===== src/rtl/stopwatch_controller.sv =====
// Stopwatch sequencing controller: button sync/debounce, IDLE/RUN/PAUSE/LAP FSM, tick prescaler.
// Optional lap/freeze feature is enabled by defining STOPWATCH_LAP_EN.

module stopwatch_debounce #(
    parameter int unsigned DEBOUNCE_CYCLES = 16
) (
    input  logic clk,
    input  logic reset_n,
    input  logic raw,
    output logic pulse
);
    localparam int unsigned CW = $clog2(DEBOUNCE_CYCLES);

    logic [1:0]    sync;
    logic          level;
    logic          level_d;
    logic [CW-1:0] cnt;

    always_ff @(posedge clk or negedge reset_n) begin
        if (!reset_n) begin
            sync    <= '0;
            level   <= 1'b0;
            level_d <= 1'b0;
            cnt     <= '0;
        end else begin
            sync    <= {sync[0], raw};
            level_d <= level;
            // Any cycle where the synchronised input agrees with the level restarts the count.
            if (sync[1] != level) begin
                if (cnt == CW'(DEBOUNCE_CYCLES - 1)) begin
                    level <= sync[1];
                    cnt   <= '0;
                end else begin
                    cnt <= cnt + 1'b1;
                end
            end else begin
                cnt <= '0;
            end
        end
    end

    assign pulse = level & ~level_d;
endmodule

module stopwatch_controller #(
    parameter int unsigned DEBOUNCE_CYCLES = 16,
    parameter int unsigned TICK_DIV        = 1000000
) (
    input  logic       clk,
    input  logic       reset_n,
    input  logic       btn_start_stop,
    input  logic       btn_reset,
    input  logic       btn_lap,
    output logic       tick,
    output logic       clear,
    output logic       freeze,
    output logic       running,
    output logic [1:0] state
);
    localparam int unsigned PW = $clog2(TICK_DIV);

    typedef enum logic [1:0] {
        IDLE  = 2'b00,
        RUN   = 2'b01,
        PAUSE = 2'b10,
        LAP   = 2'b11
    } state_t;

    state_t        st;
    state_t        nxt;
    logic [PW-1:0] presc;
    logic          ss_ev;
    logic          rst_ev;
    logic          lap_ev;

    stopwatch_debounce #(.DEBOUNCE_CYCLES(DEBOUNCE_CYCLES)) u_db_ss (
        .clk(clk), .reset_n(reset_n), .raw(btn_start_stop), .pulse(ss_ev)
    );

    stopwatch_debounce #(.DEBOUNCE_CYCLES(DEBOUNCE_CYCLES)) u_db_rst (
        .clk(clk), .reset_n(reset_n), .raw(btn_reset), .pulse(rst_ev)
    );

`ifdef STOPWATCH_LAP_EN
    stopwatch_debounce #(.DEBOUNCE_CYCLES(DEBOUNCE_CYCLES)) u_db_lap (
        .clk(clk), .reset_n(reset_n), .raw(btn_lap), .pulse(lap_ev)
    );
`else
    logic unused_lap;
    assign unused_lap = btn_lap;
    assign lap_ev     = 1'b0;
`endif

    always_comb begin
        nxt = st;
        if (rst_ev) begin
            nxt = IDLE;
        end else if (ss_ev) begin
            nxt = (st == RUN || st == LAP) ? PAUSE : RUN;
        end else if (lap_ev) begin
            if (st == RUN)      nxt = LAP;
            else if (st == LAP) nxt = RUN;
        end
    end

    always_ff @(posedge clk or negedge reset_n) begin
        if (!reset_n) begin
            st      <= IDLE;
            presc   <= '0;
            tick    <= 1'b0;
            clear   <= 1'b0;
            freeze  <= 1'b0;
            running <= 1'b0;
        end else begin
            st      <= nxt;
            clear   <= rst_ev;
            running <= (nxt == RUN || nxt == LAP);
`ifdef STOPWATCH_LAP_EN
            freeze  <= (nxt == LAP);
`else
            freeze  <= 1'b0;
`endif
            tick    <= 1'b0;
            // The prescaler still advances on the cycle that leaves RUN/LAP; only its tick is dropped.
            if (rst_ev) begin
                presc <= '0;
            end else if (st == RUN || st == LAP) begin
                if (presc == PW'(TICK_DIV - 1)) begin
                    presc <= '0;
                    tick  <= (nxt == RUN || nxt == LAP);
                end else begin
                    presc <= presc + 1'b1;
                end
            end
        end
    end

    assign state = st;
endmodule


===== config.mk =====
export PLATFORM = sky130hd
export DESIGN_NAME = stopwatch_controller
export DESIGN_NICKNAME = d
export VERILOG_FILES = /design/src/rtl/stopwatch_controller.sv
export SDC_FILE = /design/constraint.sdc
export NUM_CORES = 1
export LEC_CHECK = 0
export BUFFER_PORTS_ARGS = -buffer_cell sky130_fd_sc_hd__buf_2
export CAP_MARGIN = 15
export CORE_MARGIN = 2
export CORE_UTILIZATION = 46
export CTS_CLUSTER_DIAMETER = 100
export DETAILED_ROUTE_END_ITERATION = 8
export HOLD_SLACK_MARGIN = 0.08
export SYNTH_ARGS = -nofsm -noshare
export SYNTH_HDL_FRONTEND = slang
export SYNTH_HIERARCHICAL = 1
export SYNTH_SLANG_ARGS = --single-unit

===== constraint.sdc =====
create_clock -name clk -period 3.66 [get_ports clk]
set_input_delay 0.183 -clock clk [delete_from_list [all_inputs] [get_ports clk]]
set_output_delay 0.183 -clock clk [all_outputs]
set_load 0.02 [all_outputs]

# Word level (Yosys, flattened, before mapping)
# Cells that the tools add are included.
[totals] ff_bits=41 inputBits=5 out_inout_bits=6 wordCells=47
[op_classes] n_addsub=3 bitwise_logic=4 mux=13 reduce_logical=5 n_eq_ne=9
[op_table] cell="20-bit 2-to-1 mux" n=3
[op_table] cell="20-bit by 1-bit adder with 20-bit output, second input constant" n=1
[op_table] cell="20-bit == test, second input constant" n=1
[op_table] cell="4-bit 2-to-1 mux" n=4
[op_table] cell="4-bit by 1-bit adder with 4-bit output, second input constant" n=2
[op_table] cell="4-bit == test, second input constant" n=2
[op_table] cell="2-bit 2-to-1 mux" n=3
[op_table] cell="2-bit by 1-bit == test with 1-bit output, second input constant" n=2
[op_table] cell="2-bit == test, second input constant" n=2
[op_table] cell="2-bit AND reduction" n=2
[op_table] cell="1-bit 2-to-1 mux" n=3
[op_table] cell="1-bit bitwise AND" n=2
[op_table] cell="1-bit logical OR" n=2
[op_table] cell="1-bit inequality test" n=2
[op_table] cell="1-bit inverter" n=2
[op_table] cell="2-bit nonzero test" n=1

# Longest topological paths before layout
# Gate-level depths: netlist (run 1).
[depth] depth_word=10 ltp_mapped=7 ltp_nobuf=6

# Hierarchy
# Netlist (run 1), hierarchy kept.
[by_module_without_submodules] module="stopwatch_controller" cells_per_inst=132 seq_area_each_um2=600.6 instances=1 area_per_inst_um2=1261.2
[by_module_without_submodules] module="stopwatch_debounce" cells_per_inst=22 seq_area_each_um2=200.2 instances=2 area_per_inst_um2=311.5

# Worst setup path before layout (run 1)
# No wires, ideal clock.
[synth_timing] path_kind="reg-to-reg" startpoint="register presc[13]" endpoint="register presc[19]" setup_ps=118 n_path_buf=0 stages_incl_launch_ff=6 arrival_ps=1728 setup_slack_ps=1814 period_less_slack_ps=1846 path_cell_list="dfrtp_1 > or4b_4 > nor4_4 > a21oi_2 > a21o_1 > a21o_1"
[synth_between] elab_chain_cells=4 elab_cells_between_ends=5 cone_classes="add/sub (1); eq/ne (1); mux (3)"
[synth_rtl] element="start: declaration" line_no="71" text="logic [PW-1:0] presc;"
[synth_rtl] element="start signal: assignment" line_no="132" text="presc <= presc + 1'b1;"
[synth_rtl] element="20-bit by 1-bit adder with 20-bit output or 20-bit == test (tied branches)" line_no="132, 128"
[synth_rtl] element="20-bit 2-to-1 mux *" line_no="128" text="if (presc == PW'(TICK_DIV - 1)) begin"
[synth_rtl] element="20-bit 2-to-1 mux *" line_no="127" text="end else if (st == RUN || st == LAP) begin"
[synth_rtl] element="20-bit 2-to-1 mux *" line_no="125" text="if (rst_ev) begin"
# Mark *: on every way between the ends. The rest lies on a longest branch, timed or not. The select of a mux whose other input is x is not followed.
# A chain may end at the register's enable or synchronous reset.

# Worst setup path in the final report (run 1)
[layout_timing] startpoint="register u_db_rst.level" endpoint="register presc[11]"
[layout_between] elab_chain_cells=2 elab_cells_between_ends=3 cone_classes="mux (1); bitwise (1); reduce/logical (1)"
[layout_rtl] element="start: declaration" line_no="15" text="logic level;"
[layout_rtl] element="start signal: assignment" line_no="31" text="level <= sync[1];"
[layout_rtl] element="1-bit bitwise AND *" line_no="42" text="assign pulse = level & ~level_d;"
[layout_rtl] element="via rst_ev" line_no="73" text="logic rst_ev;"
[layout_rtl] element="20-bit 2-to-1 mux or 2-bit nonzero test (tied branches)"
# Mark *: on every way through the listed nets, which the timed path passes. The rest lies on a longest branch.

==> results of run 1 <==
[final cells by class]
cell class	count	area, µm²	area share (%)
Sequential cell	40	1001	47.73
Multi-Input combinational cell	126	837.1	39.92
Clock buffer	6	72.57	3.461
Timing Repair Buffer	11	70.07	3.341
Tap cell	50	62.56	2.983
Clock inverter	2	35.03	1.671
Inverter	5	18.77	0.8950
[where the power goes]
| part | total [mW] | switching, mW | internal, mW |
|---|---|---|---|
| sequential | 0.464 | 0.0111 | 0.453 |
| combinational | 0.0369 | 0.0221 | 0.0148 |
| clock | 0.349 | 0.147 | 0.202 |
[stage by stage]
step	utilization [%]	hold WS [ns]	worst slack (ns)	area, µm²
3_5_place_dp	49.34	0.2938	1.642	1959
4_1_cts	52.80	0.3653	1.629	2097
6_report	52.80	0.3635	1.678	2097
3_3_place_gp	49.34	0.2935	1.675	1959
5_1_grt	52.80	0.3807	1.453	2097
2_1_floorplan	-	-0.1126	1.814	1884
[worst min path at each step]
stage	start	end	slack, ns	cells after the start
2_1_floorplan	reset_n	clear	-0.11	0
3_3_place_gp	btn_start_stop	u_db_ss/sync[0]	0.29	1
3_5_place_dp	btn_reset	u_db_rst/sync[0]	0.29	1
4_1_cts	u_db_rst/sync[0]	u_db_rst/sync[1]	0.37	0
5_1_grt	u_db_rst/sync[0]	u_db_rst/sync[1]	0.38	0
6_report	u_db_rst/sync[0]	u_db_rst/sync[1]	0.36	0
[placed cells by master (no fill, tap or decap), types with 2 or more instances in the layout]
cell type	netlist	final
nor2_1	17	17
nand2_1	10	10
dlygate4sd3_1	0	3
a21oi_1	10	10
a21o_1	2	2
nor3b_2	2	2
nand4_1	4	4
nand3_1	11	11
nand4b_1	3	3
o21ai_1	2	2
or3_1	5	5
and3_2	2	2
buf_2	1	8
nand3_2	2	2
nor2b_1	4	4
mux2_4	2	2
xnor2_1	7	7
o21ai_0	8	8
xor2_1	6	6
ha_1	3	3
nor3_1	4	4
inv_1	5	5
a22o_1	2	2
clkbuf_8	0	5
dfrtp_1	40	40
or4_1	2	2
[what timing repair did]
action | CTS | global route
hold endpoints to repair | 42 | 0
hold buffers | 3 | 0
gates resized for setup | 0 | 0
[per-layer routing]
| metal | share of wire (%) | up-vias | GRT usage [%] |
|---|---|---|---|
| met3 | 2.3 | 8 | 3.947 |
| met1 | 49 | 622 | 21.66 |
| li1 | - | 648 | - |
| met4 | 1.9 | 0 | 7.500 |
| met5 | 0 | - | 0 |
| met2 | 47 | 16 | 27.43 |
[registers in the layout, summed over array words and instances, names as in the netlist]
signal / count
u_db_ss/cnt: 4
presc: 20
u_db_rst/level_d: 1
tick: 1
running: 1
u_db_rst/cnt: 4
u_db_ss/level_d: 1
u_db_ss/level: 1
u_db_rst/level: 1
clear: 1
u_db_ss/sync: 2
state: 1
u_db_rst/sync: 2
[kinds of logic after synthesis]
logic type	count (synthesis)
adders and majority gates	3
xor gates and xnor gates	13
buffers and inverters	10
DFF	40
AOI/OAI and AO/OA	29
and+or+nand+nor	77
muxes	3
other	1
==> reports/metrics.cfg, run 1 <==
[logic_synthesis]
async_flop_share_pct=100.0
synth_top_area_share_pct=53.12
synth_fp_nets=184
syn-cell-area_um2=1884
synth_xor_area_share_pct=6.042
synth_edf_count=0
synth_mux_area_share_pct=2.125
synthTopCellsByArea=dfrtp_1 (53%), nor2_1 (3.4%), xnor2_1 (3.3%)
synth.largest_area_cell=dfrtp_1
yosys.cell_types.count=44
synth_top_family_by_area=simple AND/OR/NAND/NOR gates
synth_seq_cells=40
synth-compound-area-share_pct=9.429
yosys.area_share.adder_pct=1.992
yosys.area_share.simple_pct=24.63
synth-seq-area-share_pct=53.12
synthTopCellsByCount=dfrtp_1 (40), nor2_1 (17), nand3_1 (11)
avgSynthCellArea_um2=10.71
yosysMostFrequentCell=dfrtp_1
synth_warnings=6
synth_ff_type=dfrtp_1
syn_inst=176

[final_layout]
antenna-diode-count=0
fin_cells=240
synthToLayoutAreaGrowth_pct=11.29
drive_gt1_share_pct=17.37
fillers=346
fin_nets=197

[power_and_ir_drop]
peakVddDrop_v=0.0002319
power_uw=850.1
p_per_area_nw_per_um2=405.4
p_leak_nw=0.9532

[global_routing]
antenna_found_initial=0
grt_max_degree=41
grt-ovfl-total=0
grt_pass1_vias=1289
grt_pass1_wl_um=5809
track_usage_pct=16.96

[hold_path]
hold_class=reg -> reg

[outcome]
status=completed

[timing]
hold_violations=0
rsz0062_at_grt=no
fin_crit_sh_pct=54.16
drv_slew=0
fmax_mhz=504.5
clock_skew_ns=0.006058
slew_headroom_pct=41.30
setup-tns-final_ns=0
setup_violations=0
period_minus_slack_ns=1.982
tightest_slew_ns=0.8805

[worst_setup_path]
worstReg2RegStart=u_db_rst/level
end_kind=flip-flop
path_buf_inv=0
cp.depth=6
startpoint=u_db_rst/level
cpMostUsedCell=nor2_1
slowest_stage=nor2b_1
reg2reg_slack_ns=1.68
crit_path_cell_trace=nor2b_1, nor2_1, nor2_1, nand4_1, xor2_1, nor2_1
r2r-end=presc[11]
reg2reg_depth=6
crit_end=presc[11]
critPathLaunchType=flip-flop
critical_path_class=reg -> reg
crit_family=simple AND/OR/NAND/NOR gates
cp_max_fo=9
critPathMaxStageDelay_ns=0.44
crit_arrival_ns=2.16
critPathRequiredTime_ns=3.83

[clock_network]
cts_buffers=5
postCtsSetupBuffers=0
clk_pin_slew_ns=0.08
worst_skew_pair.late_latency_ns=0.29
cts_root_buffer=clkbuf_8
clk_path_buf_depth=2
cts.htree.levels=2
tritoncts=done
cts.sink_count=40

[route]
wl_per_cell_um=13.95
via_per_inst=5.392
drt_wl_total_um=3348
ant_nets=0
remaining_drc_errors=0
vias=1294
drt_first_pass_iters=4
initialDrtViolationCount=53

[floorplanning]
start_util_pct=47.45
dieArea_um2=4624
ios=11
rows=23
die_height_um=68
coreArea_um2=3971
fp.dieW_um=68

[placed_design]
routabilityCongestion=0.8336
port_buffers=8
hpwl_um=2378
post-place-cells=229

[flow_run]
maxCapViolations=0

Note: power is estimated with default switching activity, not from simulation.
==> inputs of run 2 (changes only) <==
- ABC_AREA: not set -> 1
- PLACE_DENSITY: not set -> 0.65
- clock period: 3.66 -> 1.71 ns (I/O delays scaled with it)
==> run 2 against run 1 <==
  * Non-clock buffer count is 6 higher
  * Power up 120%
  * Cell count increased by 37%
  * Global-route usage is 0.85 points higher
  * Flip-flop and latch count unchanged
  * Register-to-register slack worse by 1.5 ns
==> reports/metrics.cfg, run 2 <==
[outcome]
status=completed  ; unchanged

[timing]
setup-tns-final_ns=0  ; unchanged
period_minus_slack_ns=1.538  ; was 1.982 ns
clock_skew_ns=0.007317  ; was 0.006058 ns
fmax_mhz=650.2  ; was 504.5 MHz
drv_slew=0  ; unchanged
hold_violations=0  ; unchanged
setup_slack_ns=0.1720  ; was 1.678 ns
setup_violations=0  ; unchanged
fin_crit_sh_pct=89.94  ; was 54.16%
rsz0062_at_grt=no  ; unchanged

[logic_synthesis]
synth_warnings=6  ; unchanged
synth_top_area_share_pct=47.31  ; was 53.12%
synthTopCellsByArea=dfrtp_1 (47%), nand2_1 (12%), nor2_1 (6.0%)  ; was dfrtp_1 (53%), nor2_1 (3.4%), xnor2_1 (3.3%)
synth-seq-area-share_pct=47.31  ; was 53.12%
async_flop_share_pct=100.0  ; unchanged
syn-cell-area_um2=2116  ; was 1884 µm²
synth_fp_nets=263  ; was 184
syn_inst=255  ; was 176
yosys.cell_types.count=30  ; was 44
synth_edf_count=0  ; unchanged
yosysMostFrequentCell=nand2_1  ; was dfrtp_1
avgSynthCellArea_um2=8.297  ; was 10.71 µm²
synth_ff_type=dfrtp_1  ; unchanged
synth.largest_area_cell=dfrtp_1  ; unchanged
synth_seq_cells=40  ; unchanged
synthTopCellsByCount=nand2_1 (65), dfrtp_1 (40), nor2_1 (34)  ; was dfrtp_1 (40), nor2_1 (17), nand3_1 (11)

[worst_setup_path]
reg2reg_depth=6  ; unchanged
critPathLaunchType=flip-flop  ; unchanged
cp_max_fo=10  ; was 9
slowest_stage=dfrtp_1  ; was nor2b_1
r2r-end=presc[9]  ; was presc[11]
crit_path_cell_trace=ha_1, nand3_2, nor2_4, nand3_4, o21ai_4, nor2_1  ; was nor2b_1, nor2_1, nor2_1, nand4_1, xor2_1, nor2_1
end_kind=flip-flop  ; unchanged
crit_family=simple AND/OR/NAND/NOR gates  ; unchanged
startpoint=presc[0]  ; was u_db_rst/level
worstReg2RegStart=presc[0]  ; was u_db_rst/level
crit_arrival_ns=1.71  ; was 2.16 ns
cp.depth=6  ; unchanged
reg2reg_slack_ns=0.17  ; was 1.68 ns
critPathMaxStageDelay_ns=0.41  ; was 0.44 ns
critPathRequiredTime_ns=1.88  ; was 3.83 ns
crit_end=presc[9]  ; was presc[11]
critical_path_class=reg -> reg  ; unchanged
path_buf_inv=0  ; unchanged

[final_layout]
antenna-diode-count=0  ; unchanged
final_common_cell=nand2_1  ; was dfrtp_1
final_cell_mix=nand2_1 (65), dfrtp_1 (40), nor2_1 (34), inv_1 (25), nand3_1 (20)  ; was dfrtp_1 (40), nor2_1 (17), nand3_1 (11), nand2_1 (10), a21oi_1 (10)
reg.largest.list=presc (20), u_db_rst/cnt (4), u_db_ss/cnt (4)  ; unchanged
fin_util_pct=54.48  ; was 52.80%
synthToLayoutAreaGrowth_pct=12.89  ; was 11.29%
fillers=403  ; was 346
top_register=presc  ; unchanged
largest_reg_flops=20  ; unchanged
fin_cells=328  ; was 240
fin_nets=283  ; was 197
drive_gt1_share_pct=18.12  ; was 17.37%

[clock_network]
tritoncts=done  ; unchanged
hold_buffers=3  ; unchanged
ctsResizeCount=0  ; unchanged
postCtsSetupBuffers=0  ; unchanged
cts_buffers=5  ; unchanged
cts.sink_count=40  ; unchanged
clk_pin_slew_ns=0.08  ; about the same
worst_skew_pair.late_latency_ns=0.29  ; about the same
clk_path_buf_depth=2  ; unchanged
cts_root_buffer=clkbuf_8  ; unchanged
cts.htree.levels=2  ; unchanged

[route]
via_per_inst=4.832  ; was 5.392
vias=1585  ; was 1294
drt_first_pass_iters=4  ; unchanged
wl_per_cell_um=11.78  ; was 13.95 µm
ant_nets=0  ; unchanged
initialDrtViolationCount=94  ; was 53
drt_wl_total_um=3863  ; was 3348 µm
remaining_drc_errors=0  ; unchanged

[floorplanning]
die_height_um=71.82  ; was 68 µm
rows=24  ; was 23
ios=11  ; unchanged
coreArea_um2=4384  ; was 3971 µm²
dieArea_um2=5158  ; was 4624 µm²
fp.dieW_um=71.82  ; was 68 µm
start_util_pct=48.26  ; was 47.45%

[placed_design]
hpwl_um=2788  ; was 2378 µm
pre_cts_slack_ns=0.1799  ; was 1.642 ns
routabilityCongestion=0.7551  ; was 0.8336
post-place-cells=317  ; was 229
port_buffers=8  ; unchanged

[global_routing]
grt-ovfl-total=0  ; unchanged
grt_pass1_wl_um=7148  ; was 5809 µm
grt_max_degree=23  ; was 41
antenna_found_initial=0  ; unchanged
grt_pass1_vias=1600  ; was 1289
track_usage_pct=17.81  ; was 16.96%

[power_and_ir_drop]
p_leak_nw=1.127  ; was 0.9532 nW
power_frac_seq_pct=53.7  ; was 54.6%
p_int_mw=1.438  ; was 670.3 µW
p_sw_share_pct=22.27  ; was 21.15%
peakVddDrop_v=0.0005719  ; was 0.0002319 V
p_clk_share_pct=41.5  ; was 41.0%
p_sw_uw=412.0  ; was 179.8 µW
p_per_area_nw_per_um2=774.6  ; was 405.4 nW/µm²
combPwrFrac_pct=4.8  ; was 4.3%

[flow_run]
maxCapViolations=0  ; unchanged

[hold_path]
hold_class=in -> async  ; was reg -> reg

==> run 2: layer usage <==
layer,routed length (µm),global-route usage [%],part of all wire [%],up-vias
met1,1937,24.29,50,731
met5,0,0,0,-
met4,23,5.031,0.60,0
met2,1815,28.50,47,11
li1,-,-,-,841
met3,87,4.219,2.3,2
==> run 2: final cells by class <==
type	instances	area (µm²)	share of cell area [%]
repair buffers	17	127.6	5.343
clock buffers	5	68.82	2.881
clock inverters	3	42.54	1.781
well taps	52	65.06	2.724
multi-input cells	182	974.7	40.81
flip-flops and latches	40	1001	41.91
inverters	29	108.9	4.557
==> run 2: through the flow <==
step           hold WS (ns)  total power [mW]  area (µm²)
3_3_place_gp        0.05648             1.096        2247
6_report             0.2640             1.850        2389
5_1_grt              0.3303             1.926        2389
4_1_cts              0.2783             1.878        2389
2_1_floorplan       -0.2101             1.057        2116
3_5_place_dp        0.06164             1.098        2247
==> run 2: worst reg2reg max path, stage by stage, from the launching register on <==
cell and delay, ns:
dfrtp_1 0.41, ha_1 0.21, nand3_2 0.15, nor2_4 0.14
nand3_4 0.11, o21ai_4 0.31, nor2_1 0.09
==> run 2: how the worst min path moves through the flow <==
stage                     slack, ns  cells past startpoint  endpoint
final                          0.26                      2  presc[8]
after floorplan               -0.21                      0     clear
after global placement         0.06                      1  presc[8]
after CTS                      0.28                      2  presc[7]
after global routing           0.33                      2  presc[7]
after detailed placement       0.06                      1  presc[8]
==> run 2: power by group through the flow <==
stage               clock, mW  sequential, mW  combinational (mW)
detailed placement          0            1.01              0.0861
finish                  0.767           0.994              0.0889
floorplan                   0            1.01              0.0486
global route            0.822           0.999               0.105
global placement            0            1.01              0.0849
CTS                     0.793           0.993              0.0918
==> run 2: kinds of logic after synthesis <==
| logic type | count (synthesis) | share of synthesized area [%] |
|---|---|---|
| buffers and inverters | 33 | 6.623 |
| flip-flops | 40 | 47.31 |
| multiplexers | 1 | 0.4731 |
| AND/OR/NAND/NOR | 153 | 35.48 |
| adder cells (fa/ha/maj) | 3 | 1.774 |
| other | 1 | 0.1772 |
| XOR/XNOR | 9 | 3.726 |
| AO/OA/AOI/OAI | 15 | 4.435 |
==> inputs of run 3 (changes only) <==
- ABC_AREA: 1 -> not set
==> run 3 against run 2 <==
  * The run now ends with negative setup slack left
  * Fmax is 14% lower
  * Worst hold slack better by 0.088 ns
  * Count of clock-buffer cells in the layout is 1 higher
  * Cell count is 17% lower
  * Wire length is 0.54% higher
  * Setup slack worse by 0.25 ns
  * Via count is 6.2% lower
  * Clock skew is 0.0022 ns higher
  * Die area is 10% lower
  * Critical path depth is 1 lower
  * Utilization is 7.0 points higher
  * First-iteration DRC count is 48% lower
==> reports/metrics.cfg, run 3 (synthesis results as in run 1) <==
[global_routing]
antenna_found_initial=0  ; unchanged
grt-ovfl-total=0  ; unchanged
track_usage_pct=19.03  ; was 17.81%
grt_pass1_vias=1451  ; was 1600
grt_max_degree=41  ; was 23
grt_pass1_wl_um=6520  ; was 7148 µm

[final_layout]
final_cell_mix=dfrtp_1 (40), buf_4 (32), nor2_1 (13), nand2_1 (10)  ; was nand2_1 (65), dfrtp_1 (40), nor2_1 (34), inv_1 (25), nand3_1 (20)
final_common_cell=dfrtp_1  ; was nand2_1
top_register=presc  ; unchanged
synthToLayoutAreaGrowth_pct=29.55  ; was 12.89%
largest_reg_flops=20  ; unchanged
antenna-diode-count=0  ; unchanged
fin_util_pct=61.47  ; was 54.48%
reg.largest.list=presc (20), u_db_rst/cnt (4), u_db_ss/cnt (4)  ; unchanged
fin_cells=273  ; was 328
design_area_um2=2441  ; was 2389 µm²
fillers=323  ; was 403
drive_gt1_share_pct=36.77  ; was 18.12%
fin_nets=230  ; was 283

[timing]
fin_crit_sh_pct=104.6  ; was 89.94%
setup_violations=15  ; was 0
fmax_mhz=559.2  ; was 650.2 MHz
hold_violations=0  ; unchanged
clock_skew_ns=0.009468  ; was 0.007317 ns
drv_slew=0  ; unchanged
setup_slack_ns=-0.07812  ; was 0.1720 ns
rsz0062_at_grt=yes  ; was no
period_minus_slack_ns=1.788  ; was 1.538 ns

[route]
drt_first_pass_iters=4  ; unchanged
maxUsedRoutingLayer=met4  ; unchanged
initialDrtViolationCount=49  ; was 94
wl_met3_um=112  ; was 87 µm
met1_length_um=1703  ; was 1937 µm
drt_wl_total_um=3884  ; was 3863 µm
route.met2.wl_um=2003  ; was 1815 µm
remaining_drc_errors=0  ; unchanged
via_per_inst=5.447  ; was 4.832
wl_per_cell_um=14.23  ; was 11.78 µm
vias=1487  ; was 1585
ant_nets=0  ; unchanged

[worst_setup_path]
critPathMaxStageDelay_ns=0.55  ; was 0.41 ns
cp.depth=5  ; was 6
critPathRequiredTime_ns=1.90  ; was 1.88 ns
r2r-end=presc[19]  ; was presc[9]
reg2reg_depth=5  ; was 6
crit_path_cell_trace=or4b_4, nor4_4, a21oi_2, a21o_1, a21o_1  ; was ha_1, nand3_2, nor2_4, nand3_4, o21ai_4, nor2_1
slowest_stage=or4b_4  ; was dfrtp_1
critPathLaunchType=flip-flop  ; unchanged
crit_family=simple AND/OR/NAND/NOR gates  ; unchanged
critical_path_class=reg -> reg  ; unchanged
cpMostUsedCell=a21o_1
end_kind=flip-flop  ; unchanged
startpoint=presc[6]  ; was presc[0]
worstReg2RegStart=presc[6]  ; was presc[0]
crit_arrival_ns=1.98  ; was 1.71 ns
cp_max_fo=6  ; was 10
reg2reg_slack_ns=-0.08  ; was 0.17 ns
crit_end=presc[19]  ; was presc[9]
path_buf_inv=0  ; unchanged

[floorplanning]
die_height_um=68  ; was 71.82 µm
ios=11  ; unchanged
coreArea_um2=3971  ; was 4384 µm²
dieArea_um2=4624  ; was 5158 µm²
rows=23  ; was 24
start_util_pct=47.45  ; was 48.26%
fp.dieW_um=68  ; was 71.82 µm

[hold_path]
hold_class=reg -> reg  ; was in -> async

[power_and_ir_drop]
peakVddDrop_v=0.0005957  ; was 0.0005719 V
p_per_area_nw_per_um2=777.6  ; was 774.6 nW/µm²
p_leak_nw=1.126  ; was 1.127 nW
power_mw=1.898  ; was 1.850 mW

[clock_network]
clk_pin_slew_ns=0.08  ; about the same
cts_buffers=5  ; unchanged
cts.htree.levels=2  ; unchanged
worst_skew_pair.late_latency_ns=0.29  ; about the same
clk_path_buf_depth=2  ; unchanged
cts.sink_count=40  ; unchanged
cts_root_buffer=clkbuf_8  ; unchanged
tritoncts=done  ; unchanged

[placed_design]
routabilityCongestion=0.8338  ; was 0.7551
port_buffers=8  ; unchanged
hpwl_um=2646  ; was 2788 µm
placed_cell_area_um2=2158  ; was 2247 µm²
post-place-cells=253  ; was 317
pre_cts_slack_ns=-0.2021  ; was 0.1799 ns

[outcome]
violations=negative setup slack
status=finished, violations left  ; was completed

[flow_run]
maxCapViolations=0  ; unchanged

## run 3: final cells by class
type                            instances  area (µm²)  area share, %
Timing Repair Buffer                   43       310.3          12.71
Tap cell                               50       62.56          2.563
Multi-Input combinational cell        127       927.1          37.98
Clock inverter                          2       38.79          1.589
Clock buffer                            6       82.58          3.383
Sequential cell                        40        1001          41.00
Inverter                                5       18.77         0.7688
## run 3: per-layer routing
metal | global-route usage, % | vias up
li1 | - | 714
met3 | 5.592 | 8
met5 | 0 | -
met4 | 7.250 | 0
met2 | 33.01 | 26
met1 | 22.10 | 739
## run 3: metrics by stage
stage               TNS, ns  hold slack (ns)
CTS                 -0.3962           0.3538
finish              -0.4133           0.3521
global placement     -1.834           0.1589
global route         -1.629           0.3729
floorplan           -0.8851          -0.2101
detailed placement   -2.410           0.1701
## run 3: worst reg2reg max path: cells and delay by family (launching register included)
kind | cells | cell delay (ns)
and+or+nand+nor | 2 | 0.80
AOI/OAI and AO/OA | 3 | 0.51
DFF | 1 | 0.39
## run 3: repair_timing
| item | CTS | global route |
|---|---|---|
| endpoints found under the setup margin | 18 | 17 |
| setup buffers | 3 | 5 |
| hold buffers | 3 | 0 |
| cloned | 0 | 1 |
| pin swaps | 8 | 1 |
| hold endpoints to repair | 42 | 0 |
| resized for setup | 3 | 12 |
## run 3: how the worst min path moves through the flow
| stage | startpoint | endpoint | slack (ns) | cells past startpoint |
|---|---|---|---|---|
| 3_3_place_gp | reset_n | presc[18] | 0.16 | 2 |
| 2_1_floorplan | reset_n | clear | -0.21 | 0 |
| 3_5_place_dp | reset_n | presc[17] | 0.17 | 2 |
| 4_1_cts | u_db_ss/sync[0] | u_db_ss/sync[1] | 0.35 | 0 |
| 5_1_grt | u_db_ss/sync[0] | u_db_ss/sync[1] | 0.37 | 0 |
| 6_report | u_db_ss/sync[0] | u_db_ss/sync[1] | 0.35 | 0 |
## run 3: where the power goes
part	internal [mW]	switching, mW	total [mW]
registers	0.970	0.0236	0.993
clock network	0.477	0.327	0.804
logic	0.0462	0.0549	0.101
total	1.49	0.405	1.90
